## config.mk

```make
export PLATFORM = sky130hd
export DESIGN_NAME = pipe_hazard_ctrl_flat
export DESIGN_NICKNAME = d
export VERILOG_FILES = /design/src/rtl/pipe_hazard_ctrl_if.sv /design/src/rtl/pipe_hazard_ctrl.sv /design/src/flat_wrapper.sv
export SDC_FILE = /design/constraint.sdc
export NUM_CORES = 1
export LEC_CHECK = 0
export ABC_AREA = 1
export BUFFER_PORTS_ARGS = -buffer_cell sky130_fd_sc_hd__buf_4
export CORE_MARGIN = 2
export CORE_UTILIZATION = 30
export CTS_CLUSTER_DIAMETER = 50
export DETAILED_ROUTE_END_ITERATION = 7
export PLACE_DENSITY = 0.77
export SETUP_SLACK_MARGIN = 0.2
export SLEW_MARGIN = 40
export SYNTH_ARGS = -nofsm -noshare
export SYNTH_HDL_FRONTEND = slang
export SYNTH_SLANG_ARGS = --single-unit
```

## constraint.sdc

```tcl
create_clock -name clk -period 1.1 [get_ports clk]
set_input_delay 0.22 -clock clk [delete_from_list [all_inputs] [get_ports clk]]
set_output_delay 0.22 -clock clk [all_outputs]
set_load 0.01 [all_outputs]
```

## src/rtl/pipe_hazard_ctrl_if.sv

```systemverilog
// Hazard-control bundle between the pipeline datapath (master) and the
// stall/flush sequencer (slave).
interface pipe_hazard_ctrl_if;
    logic [4:0] id_rs1;
    logic [4:0] id_rs2;
    logic       id_uses_rs1;
    logic       id_uses_rs2;
    logic       ex_memread;
    logic [4:0] ex_rd;
    logic       ex_redirect;
    logic       mem_access;
    logic       pc_write;
    logic       if_id_write;
    logic       if_id_flush;
    logic       id_ex_write;
    logic       id_ex_flush;
    logic       ex_mem_write;
    logic       mem_wb_bubble;
    logic [1:0] ctrl_state;

    modport master (
        output id_rs1, id_rs2, id_uses_rs1, id_uses_rs2,
               ex_memread, ex_rd, ex_redirect, mem_access,
        input  pc_write, if_id_write, if_id_flush, id_ex_write,
               id_ex_flush, ex_mem_write, mem_wb_bubble, ctrl_state
    );

    modport slave (
        input  id_rs1, id_rs2, id_uses_rs1, id_uses_rs2,
               ex_memread, ex_rd, ex_redirect, mem_access,
        output pc_write, if_id_write, if_id_flush, id_ex_write,
               id_ex_flush, ex_mem_write, mem_wb_bubble, ctrl_state
    );
endinterface

```

## src/rtl/pipe_hazard_ctrl.sv

```systemverilog
// Stall/flush sequencer for the 5-stage RV32I pipeline: load-use bubbles,
// EX redirects, and whole-pipe freeze for multi-cycle data-memory accesses.
// Optional macro HAZARD_PERF_CNT_EN enables the stall/flush event counters.
module pipe_hazard_ctrl #(
    parameter int MEM_LATENCY = 2
) (
    input  logic               clk,
    input  logic               reset,
    pipe_hazard_ctrl_if.slave  hz,
    output logic [31:0]        stall_cycles,
    output logic [31:0]        flush_events
);
    typedef enum logic [1:0] {
        RUN      = 2'd0,
        MEM_WAIT = 2'd1,
        MEM_DONE = 2'd2
    } state_t;

    localparam int              CW         = $clog2(MEM_LATENCY) + 1;
    localparam bit              MEM_MULTI  = (MEM_LATENCY > 1);
    localparam logic [CW-1:0]   CNT_INIT   = MEM_MULTI ? CW'(MEM_LATENCY - 2) : '0;
    localparam state_t          FIRST_WAIT = (MEM_LATENCY == 2) ? MEM_DONE : MEM_WAIT;

    state_t          state_reg, state_next;
    logic [CW-1:0]   cnt_reg, cnt_next;

    logic            freeze, steer, load_use;
    logic            pc_write, if_id_write, if_id_flush;
    logic            id_ex_write, id_ex_flush, ex_mem_write, mem_wb_bubble;

    logic [4:0]      src_reg [2];
    logic [1:0]      src_use;
    logic [1:0]      src_hit;

    assign src_reg[0] = hz.id_rs1;
    assign src_reg[1] = hz.id_rs2;
    assign src_use    = {hz.id_uses_rs2, hz.id_uses_rs1};

    genvar gi;
    generate
        for (gi = 0; gi < 2; gi++) begin : g_src
            assign src_hit[gi] = src_use[gi] && (src_reg[gi] == hz.ex_rd);
        end
    endgenerate

    // x0 is hardwired to zero, so a load targeting it can never hazard.
    assign load_use = hz.ex_memread && (hz.ex_rd != 5'd0) && (|src_hit);

    always_ff @(posedge clk) begin
        if (reset) begin
            state_reg <= RUN;
            cnt_reg   <= '0;
        end else begin
            state_reg <= state_next;
            cnt_reg   <= cnt_next;
        end
    end

    always_comb begin
        state_next    = state_reg;
        cnt_next      = cnt_reg;
        freeze        = 1'b0;
        steer         = 1'b0;
        pc_write      = 1'b1;
        if_id_write   = 1'b1;
        if_id_flush   = 1'b0;
        id_ex_write   = 1'b1;
        id_ex_flush   = 1'b0;
        ex_mem_write  = 1'b1;
        mem_wb_bubble = 1'b0;

        if (!reset) begin
            case (state_reg)
                RUN: begin
                    if (hz.mem_access && MEM_MULTI) begin
                        freeze     = 1'b1;
                        cnt_next   = CNT_INIT;
                        state_next = FIRST_WAIT;
                    end else begin
                        steer = 1'b1;
                    end
                end
                MEM_WAIT: begin
                    freeze   = 1'b1;
                    cnt_next = cnt_reg - 1'b1;
                    if (cnt_reg == CW'(1)) begin
                        state_next = MEM_DONE;
                    end
                end
                // Release cycle: the finished access still sits in EX/MEM, so
                // mem_access is ignored but pending redirect/load-use act now.
                MEM_DONE: begin
                    steer      = 1'b1;
                    state_next = RUN;
                end
                default: begin
                    state_next = RUN;
                    cnt_next   = '0;
                end
            endcase
        end

        if (freeze) begin
            pc_write      = 1'b0;
            if_id_write   = 1'b0;
            id_ex_write   = 1'b0;
            ex_mem_write  = 1'b0;
            mem_wb_bubble = 1'b1;
        end else if (steer && hz.ex_redirect) begin
            if_id_flush = 1'b1;
            id_ex_flush = 1'b1;
        end else if (steer && load_use) begin
            pc_write    = 1'b0;
            if_id_write = 1'b0;
            id_ex_flush = 1'b1;
        end
    end

    assign hz.pc_write      = pc_write;
    assign hz.if_id_write   = if_id_write;
    assign hz.if_id_flush   = if_id_flush;
    assign hz.id_ex_write   = id_ex_write;
    assign hz.id_ex_flush   = id_ex_flush;
    assign hz.ex_mem_write  = ex_mem_write;
    assign hz.mem_wb_bubble = mem_wb_bubble;
    assign hz.ctrl_state    = state_reg;

`ifdef HAZARD_PERF_CNT_EN
    logic [31:0] stall_reg, flush_reg;

    always_ff @(posedge clk) begin
        if (reset) begin
            stall_reg <= '0;
            flush_reg <= '0;
        end else begin
            if (!pc_write && (stall_reg != 32'hFFFF_FFFF)) begin
                stall_reg <= stall_reg + 32'd1;
            end
            if (if_id_flush && (flush_reg != 32'hFFFF_FFFF)) begin
                flush_reg <= flush_reg + 32'd1;
            end
        end
    end

    assign stall_cycles = stall_reg;
    assign flush_events = flush_reg;
`else
    assign stall_cycles = 32'd0;
    assign flush_events = 32'd0;
`endif

endmodule

```

## src/flat_wrapper.sv

```systemverilog
// flat-port wrapper written by rule: the top's interface ports become plain ports
module pipe_hazard_ctrl_flat 
#(
    parameter int MEM_LATENCY = 2
)
  (clk, reset, stall_cycles, flush_events, hz_id_rs1, hz_id_rs2, hz_id_uses_rs1, hz_id_uses_rs2, hz_ex_memread, hz_ex_rd, hz_ex_redirect, hz_mem_access, hz_pc_write, hz_if_id_write, hz_if_id_flush, hz_id_ex_write, hz_id_ex_flush, hz_ex_mem_write, hz_mem_wb_bubble, hz_ctrl_state);
  pipe_hazard_ctrl_if hz_i ();
  input  logic clk;
  input  logic reset;
  output logic [31:0] stall_cycles;
  output logic [31:0] flush_events;
  input wire logic [$bits(hz_i.id_rs1)-1:0] hz_id_rs1;
  input wire logic [$bits(hz_i.id_rs2)-1:0] hz_id_rs2;
  input wire logic [$bits(hz_i.id_uses_rs1)-1:0] hz_id_uses_rs1;
  input wire logic [$bits(hz_i.id_uses_rs2)-1:0] hz_id_uses_rs2;
  input wire logic [$bits(hz_i.ex_memread)-1:0] hz_ex_memread;
  input wire logic [$bits(hz_i.ex_rd)-1:0] hz_ex_rd;
  input wire logic [$bits(hz_i.ex_redirect)-1:0] hz_ex_redirect;
  input wire logic [$bits(hz_i.mem_access)-1:0] hz_mem_access;
  output wire logic [$bits(hz_i.pc_write)-1:0] hz_pc_write;
  output wire logic [$bits(hz_i.if_id_write)-1:0] hz_if_id_write;
  output wire logic [$bits(hz_i.if_id_flush)-1:0] hz_if_id_flush;
  output wire logic [$bits(hz_i.id_ex_write)-1:0] hz_id_ex_write;
  output wire logic [$bits(hz_i.id_ex_flush)-1:0] hz_id_ex_flush;
  output wire logic [$bits(hz_i.ex_mem_write)-1:0] hz_ex_mem_write;
  output wire logic [$bits(hz_i.mem_wb_bubble)-1:0] hz_mem_wb_bubble;
  output wire logic [$bits(hz_i.ctrl_state)-1:0] hz_ctrl_state;
  assign hz_i.id_rs1 = hz_id_rs1;
  assign hz_i.id_rs2 = hz_id_rs2;
  assign hz_i.id_uses_rs1 = hz_id_uses_rs1;
  assign hz_i.id_uses_rs2 = hz_id_uses_rs2;
  assign hz_i.ex_memread = hz_ex_memread;
  assign hz_i.ex_rd = hz_ex_rd;
  assign hz_i.ex_redirect = hz_ex_redirect;
  assign hz_i.mem_access = hz_mem_access;
  assign hz_pc_write = hz_i.pc_write;
  assign hz_if_id_write = hz_i.if_id_write;
  assign hz_if_id_flush = hz_i.if_id_flush;
  assign hz_id_ex_write = hz_i.id_ex_write;
  assign hz_id_ex_flush = hz_i.id_ex_flush;
  assign hz_ex_mem_write = hz_i.ex_mem_write;
  assign hz_mem_wb_bubble = hz_i.mem_wb_bubble;
  assign hz_ctrl_state = hz_i.ctrl_state;
  pipe_hazard_ctrl #(.MEM_LATENCY(MEM_LATENCY)) u_core (.clk(clk), .reset(reset), .hz(hz_i), .stall_cycles(stall_cycles), .flush_events(flush_events));
endmodule
```

==> run_results.csv, run 1 <==
group,metric,value,unit
yosys,synth-warning-count,0,
layout,post_route_standard_cell_area_excluding_fillers,971,um^2
worst_hold_path,hold_path_startpoint,"reset",
setup_path,reg2reg_setup_slack,0.34,ns
route,vias,653,
grt,pin_count_of_the_biggest_net_entering_global_routing,6,
timing,slew_viol_final,0,
floorplanning,placement_rows,18,
layout,largest_register_ff_count,1,
yosys,synth_cell_types,12,
pwr,max-vdd-ir-drop,253,uV
pwr,net-switching-power,0.209,mW
layout,num-nets-final,192,
timing,final_min_period_over_clock_period,1.12,
floorplanning,design.die.area,3110,um^2
cts,cts_hold_buffers_added,0,
timing,clock_tree_skew_after_final_layout,0,ns
pwr,power.switching_fraction,0.533,
cts,clk_latency,0,ns
timing,min_period,1.23,ns
placement,io_buffers,29,
setup_path,crit_start,"hz_id_rs1[2]",
setup_path,r2r_cells,2,
grt,grt_overflow_total,0,
status,failed_checks,"setup timing",
route,drt-total-wl,1390,um
pwr,power.total,0.393,mW
placement,dpl.hpwl,1230,um
setup_path,worstSetupEndpointType,"output pin",
grt,grt_pass1_vias,446,
layout,inserted_diodes,0,
setup_path,critPathKind,"input port to output pin",
layout,area_delta_synth_final,20.7,%
timing,setup-violations-final,3,
floorplanning,standard_cell_core_area,2500,um^2
yosys,ys_ff_latch,1,
setup_path,crit_path_start_kind,"input port",
setup_path,worst_r2r_startpoint,"u_core.hz.ctrl_state[1]$_SDFFE_PP0P_",
floorplanning,boundaryPins,95,
status,outcome,"complete, but fails checks",
placement,placedInstanceArea,845,um^2
floorplanning,initial_core_util,0.322,
pwr,pwr-share-comb,0.893,
pwr,pwr-share-clk,0,
route,firstDrtPassIters,2,
placement,globalplace.congestion,0.772,
timing,fmax,811,MHz
layout,postLayoutCoreUtil,0.388,
pwr,p_int,0.183,mW
yosys,mappedNetlistArea,805,um^2
grt,grt_pass1_wl,1660,um
job,maxCapViolations,0,
pwr,cellPowerDensity,404,nW/um^2
worst_hold_path,worst_hold_path_type,"input port to flop",
pwr,total_leakage_power,0.615,nW
timing,report.final.hold_viol_count,0,
floorplanning,dieHeight,55.8,um
setup_path,crit_path_end,"hz_if_id_write",
yosys,ys_seq_area_frac,0.0249,
timing,rsz0062_at_grt,"true",
setup_path,timing.critical_path.arrival,1.01,ns
pwr,p_seq_frac,0.107,
timing,finalWorstSetupSlack,-0.133,ns
yosys,postSynthAreaPerCell,5.87,um^2
setup_path,required,0.88,ns
layout,layout.cells.most_common_list,"65 x conb_1, 20 x nand2_1, 19 x buf_4, 12 x nand2_2, 11 x buf_6",
layout,mostFrequentLayoutCell,"conb_1",
route,viasPerCell,3.30,
cts,post-cts-setup-buffer-count,0,
route,antenna_violating_nets_post_route,0,
grt,antenna_found_initial,0,
floorplanning,floorplan.die.width,55.8,um
setup_path,reg2reg_to,"u_core.hz.ctrl_state[1]$_SDFFE_PP0P_",
route,wl_per_cell,7.01,um
route,drtIter0Drc,5,
grt,grt_util_all_layers,0.0635,
cts,clk_pin_slew,0,ns
route,drt_drc_violations_left,0,
yosys,number_of_instances_in_the_synthesized_netlist,137,
layout,fraction_of_layout_cells_with_a_size_suffix_above_1,0.381,
setup_path,crit_path_max_fanout,2,
-- cells by family (layout without fill, tap and decap cells) --
group | after synthesis | after routing | synth area share
compound gates | 3 | 3 | 0.0264
other cells | 1 | 65 | 0.00466
simple gates | 48 | 48 | 0.240
buf+inv | 84 | 51 | 0.705
flops | 1 | 1 | 0.0249
-- stage by stage --
stage          setup TNS (ns)  std cells  setup slack (ns)  hold slack [ns]
3_5_place_dp           -0.462        198            -0.175            0.408
6_report               -0.339        198            -0.133            0.384
2_1_floorplan         -0.0212        201           -0.0212            0.287
4_1_cts                -0.333        198            -0.128            0.409
3_3_place_gp           -0.427        198            -0.164            0.394
5_1_grt                -0.650        198            -0.239            0.402
-- synth_stat cells --
master    instances  share of area
conb_1            1         0.0047
nor2_1           10          0.047
nand2_1          32           0.15
nor3_2            1          0.012
dfxtp_1           1          0.025
inv_2             7          0.033
inv_1            10          0.047
o21ai_1           2          0.012
nor3_1            1         0.0062
o21bai_2          1          0.014
nand3_1           4          0.025
buf_4            67           0.63
-- critical path, stage by stage --
cell and delay (ns):
buf_4 0.08, inv_1 0.03, nand2_1 0.05, nand2_1 0.05
nor2_1 0.09, nand3_1 0.08, nand2_1 0.08, nand3_1 0.07
nand2_1 0.08, inv_2 0.04, buf_6 0.11
-- worst min-delay path by stage --
| stage | to | slack (ns) | depth (start not counted) |
|---|---|---|---|
| floorplan | u_core.hz.ctrl_state[1]$_SDFFE_PP0P_ | 0.29 | 1 |
| global placement | u_core.hz.ctrl_state[1]$_SDFFE_PP0P_ | 0.39 | 2 |
| detailed placement | u_core.hz.ctrl_state[1]$_SDFFE_PP0P_ | 0.41 | 2 |
| CTS | u_core.hz.ctrl_state[1]$_SDFFE_PP0P_ | 0.41 | 2 |
| global route | u_core.hz.ctrl_state[1]$_SDFFE_PP0P_ | 0.40 | 2 |
| finish | u_core.hz.ctrl_state[1]$_SDFFE_PP0P_ | 0.38 | 2 |
-- repair_timing --
action	CTS	global route
gates resized for setup	12	31
endpoints found under the setup margin	7	7
pin swaps	13	17
-- metal layers --
layer,vias up,global-route usage,share of wire
met3,0,0.0140,0.14
met5,-,0,0
met1,267,0.0654,0.29
met4,0,0,0
li1,334,-,-
met2,52,0.134,0.57
-- cell type report --
cell class                      count  area (um^2)
Multi-Input combinational cell    116          509
Timing Repair Buffer               34          327
Tap cell                           30         37.5
Fill cell                         281         1530
Inverter                           17         73.8
Sequential cell                     1         23.8
-- power groups by stage --
stage | Sequential (mW) | Clock [mW] | Combinational (mW)
6_report | 0.0422 | 0 | 0.350
5_1_grt | 0.0429 | 0 | 0.382
4_1_cts | 0.0417 | 0 | 0.309
3_5_place_dp | 0.0416 | 0 | 0.292
3_3_place_gp | 0.0413 | 0 | 0.288
2_1_floorplan | 0.0425 | 0 | 0.354
No activity file was read; power rests on OpenSTA's default activity.
==> run 2, diff against run 1 <==
CORE_UTILIZATION = 33   (was 30)
PLACE_DENSITY = 0.8   (was 0.77)
clock period = 1.4 ns   (was 1.1 ns; I/O delays follow)
==> run 2 against run 1 <==
Effect of this change: the run now ends clean; total power shrank 27%; first-iteration DRC count grew to 2.8 times the previous value; cell area shrank 7.7%; global-route usage grew 0.20 points; sequential power shrank 23%; worst hold slack gained 0.067 ns; highest routed layer is now met4.
==> run_results.csv, run 2 (same netlist as run 1, synthesis figures left out) <==
group,metric,value,unit
floorplanning,boundaryPins,95,
cts,clk_latency,0,ns
setup_path,crit_path_start_kind,"input port",
timing,fin_worst_hold_slack,0.451,ns
pwr,total_leakage_power,0.587,nW
route,drt_drc_violations_left,0,
placement,io_buffers,29,
pwr,p_int,0.127,mW
timing,clock_tree_skew_after_final_layout,0,ns
pwr,pwr-share-clk,0,
layout,largest_register_ff_count,1,
setup_path,critPathKind,"input port to output pin",
layout,filler_cell_count,238,
layout,num-nets-final,187,
pwr,net-switching-power,0.159,mW
layout,inserted_diodes,0,
grt,global_route_track_usage_on_met1,0.0721,
floorplanning,dieHeight,53.4,um
worst_hold_path,hold_path_startpoint,"u_core.hz.ctrl_state[1]$_SDFFE_PP0P_",
grt,grt_pass1_vias,427,
timing,rsz0062_at_grt,"true",
timing,final_min_period_over_clock_period,0.984,
timing,min_period,1.38,ns
setup_path,worstSetupEndpointType,"output pin",
layout,multiInputGateArea,487,um^2
layout,layout.cells.most_common_list,"65 x conb_1, 24 x nand2_1, 18 x buf_4, 9 x nor2_1, 8 x nand2_2",
layout,post_route_standard_cell_area_excluding_fillers,896,um^2
setup_path,crit_path_max_fanout,2,
pwr,pwr-share-comb,0.886,
grt,grt.met2_usage,0.128,
grt,antenna_found_initial,0,
setup_path,worst_r2r_startpoint,"u_core.hz.ctrl_state[1]$_SDFFE_PP0P_",
pwr,cellPowerDensity,319,nW/um^2
floorplanning,placement_rows,17,
floorplanning,standard_cell_core_area,2250,um^2
job,maxCapViolations,0,
route,drtIter0Drc,14,
floorplanning,initial_core_util,0.357,
layout,area_delta_synth_final,11.4,%
route,vias,658,
timing,slew_viol_final,0,
floorplanning,floorplan.die.width,53.4,um
layout,fraction_of_layout_cells_with_a_size_suffix_above_1,0.313,
setup_path,crit_start,"hz_id_rs1[1]",
layout,mostFrequentLayoutCell,"conb_1",
floorplanning,design.die.area,2850,um^2
grt,grt_pass1_wl,1500,um
route,drt-total-wl,1370,um
timing,report.final.hold_viol_count,0,
route,antenna_violating_nets_post_route,0,
timing,fmax,726,MHz
timing,setup-violations-final,0,
route,viasPerCell,3.45,
cts,post-cts-setup-buffer-count,0,
worst_hold_path,worst_hold_path_type,"flop to flop",
route,wl_per_cell,7.16,um
placement,placedInstanceArea,807,um^2
placement,dpl.hpwl,1140,um
cts,clk_pin_slew,0,ns
pwr,p_seq_frac,0.114,
pwr,max-vdd-ir-drop,97.7,uV
route,firstDrtPassIters,4,
grt,grt_overflow_total,0,
grt,grtUsageMet3,0.0141,
status,outcome,"completed",
grt,grt-busiest-layer,"met2",
placement,globalplace.congestion,0.742,
grt,pin_count_of_the_biggest_net_entering_global_routing,6,
setup_path,timing.critical_path.arrival,1.10,ns
layout,sequential_cell_area,23.8,um^2
pwr,power.switching_fraction,0.555,
grt,grt_util_all_layers,0.0654,
setup_path,required,1.12,ns
cts,cts_hold_buffers_added,0,
## run 2: critical path, stage by stage
cell	delay, ns
buf_8	0.07
inv_2	0.03
nand2_2	0.07
nand2_2	0.06
nor2_1	0.11
nand3_1	0.09
nand2_1	0.09
nand3_1	0.07
nand2_1	0.08
inv_2	0.05
buf_6	0.11
## run 2: power by group through the flow
stage	clock [mW]	sequential, mW	combinational, mW
global route	0	0.0332	0.281
global placement	0	0.0327	0.218
finish	0	0.0327	0.253
detailed placement	0	0.0328	0.219
CTS	0	0.0328	0.228
floorplan	0	0.0334	0.278
## run 2: layout make-up
class,instances,area share
multi-input combinational,116,0.543
sequential,1,0.0265
tap,28,0.0391
timing repair buffer,29,0.306
inverter,17,0.0852
## run 2: what timing repair did
action | in CTS | in global routing
cloned | 0 | 0
gates resized for setup | 8 | 22
endpoints found under the hold margin | 0 | 0
endpoints found under the setup margin | 3 | 3
pin swaps | 8 | 13
## run 2: per-layer routing
metal,wire length (um),vias to the layer above
li1,-,323
met1,380,278
met2,743,55
met3,224,2
met4,18,0
met5,0,-
## run 2: worst paths after layout
path | to | slack [ns] | cells past startpoint
setup reg to reg | u_core.hz.ctrl_state[1]$_SDFFE_PP0P_ | 0.81 | 1
hold reg to reg | u_core.hz.ctrl_state[1]$_SDFFE_PP0P_ | 0.45 | 1
setup / recovery | hz_pc_write | 0.02 | 11
hold / removal | u_core.hz.ctrl_state[1]$_SDFFE_PP0P_ | 0.45 | 1
## run 2: through the flow
step	util	total power [mW]	setup slack [ns]	TNS (ns)	std cells
final	0.397	0.286	0.0226	0	191
after global routing	0.397	0.314	-0.0600	-0.120	191
after CTS	0.370	0.260	0.0455	0	191
after detailed placement	0.358	0.252	0.0286	0	191
after global placement	0.358	0.250	0.0346	0	191
after floorplan	-	0.312	0.205	0	201
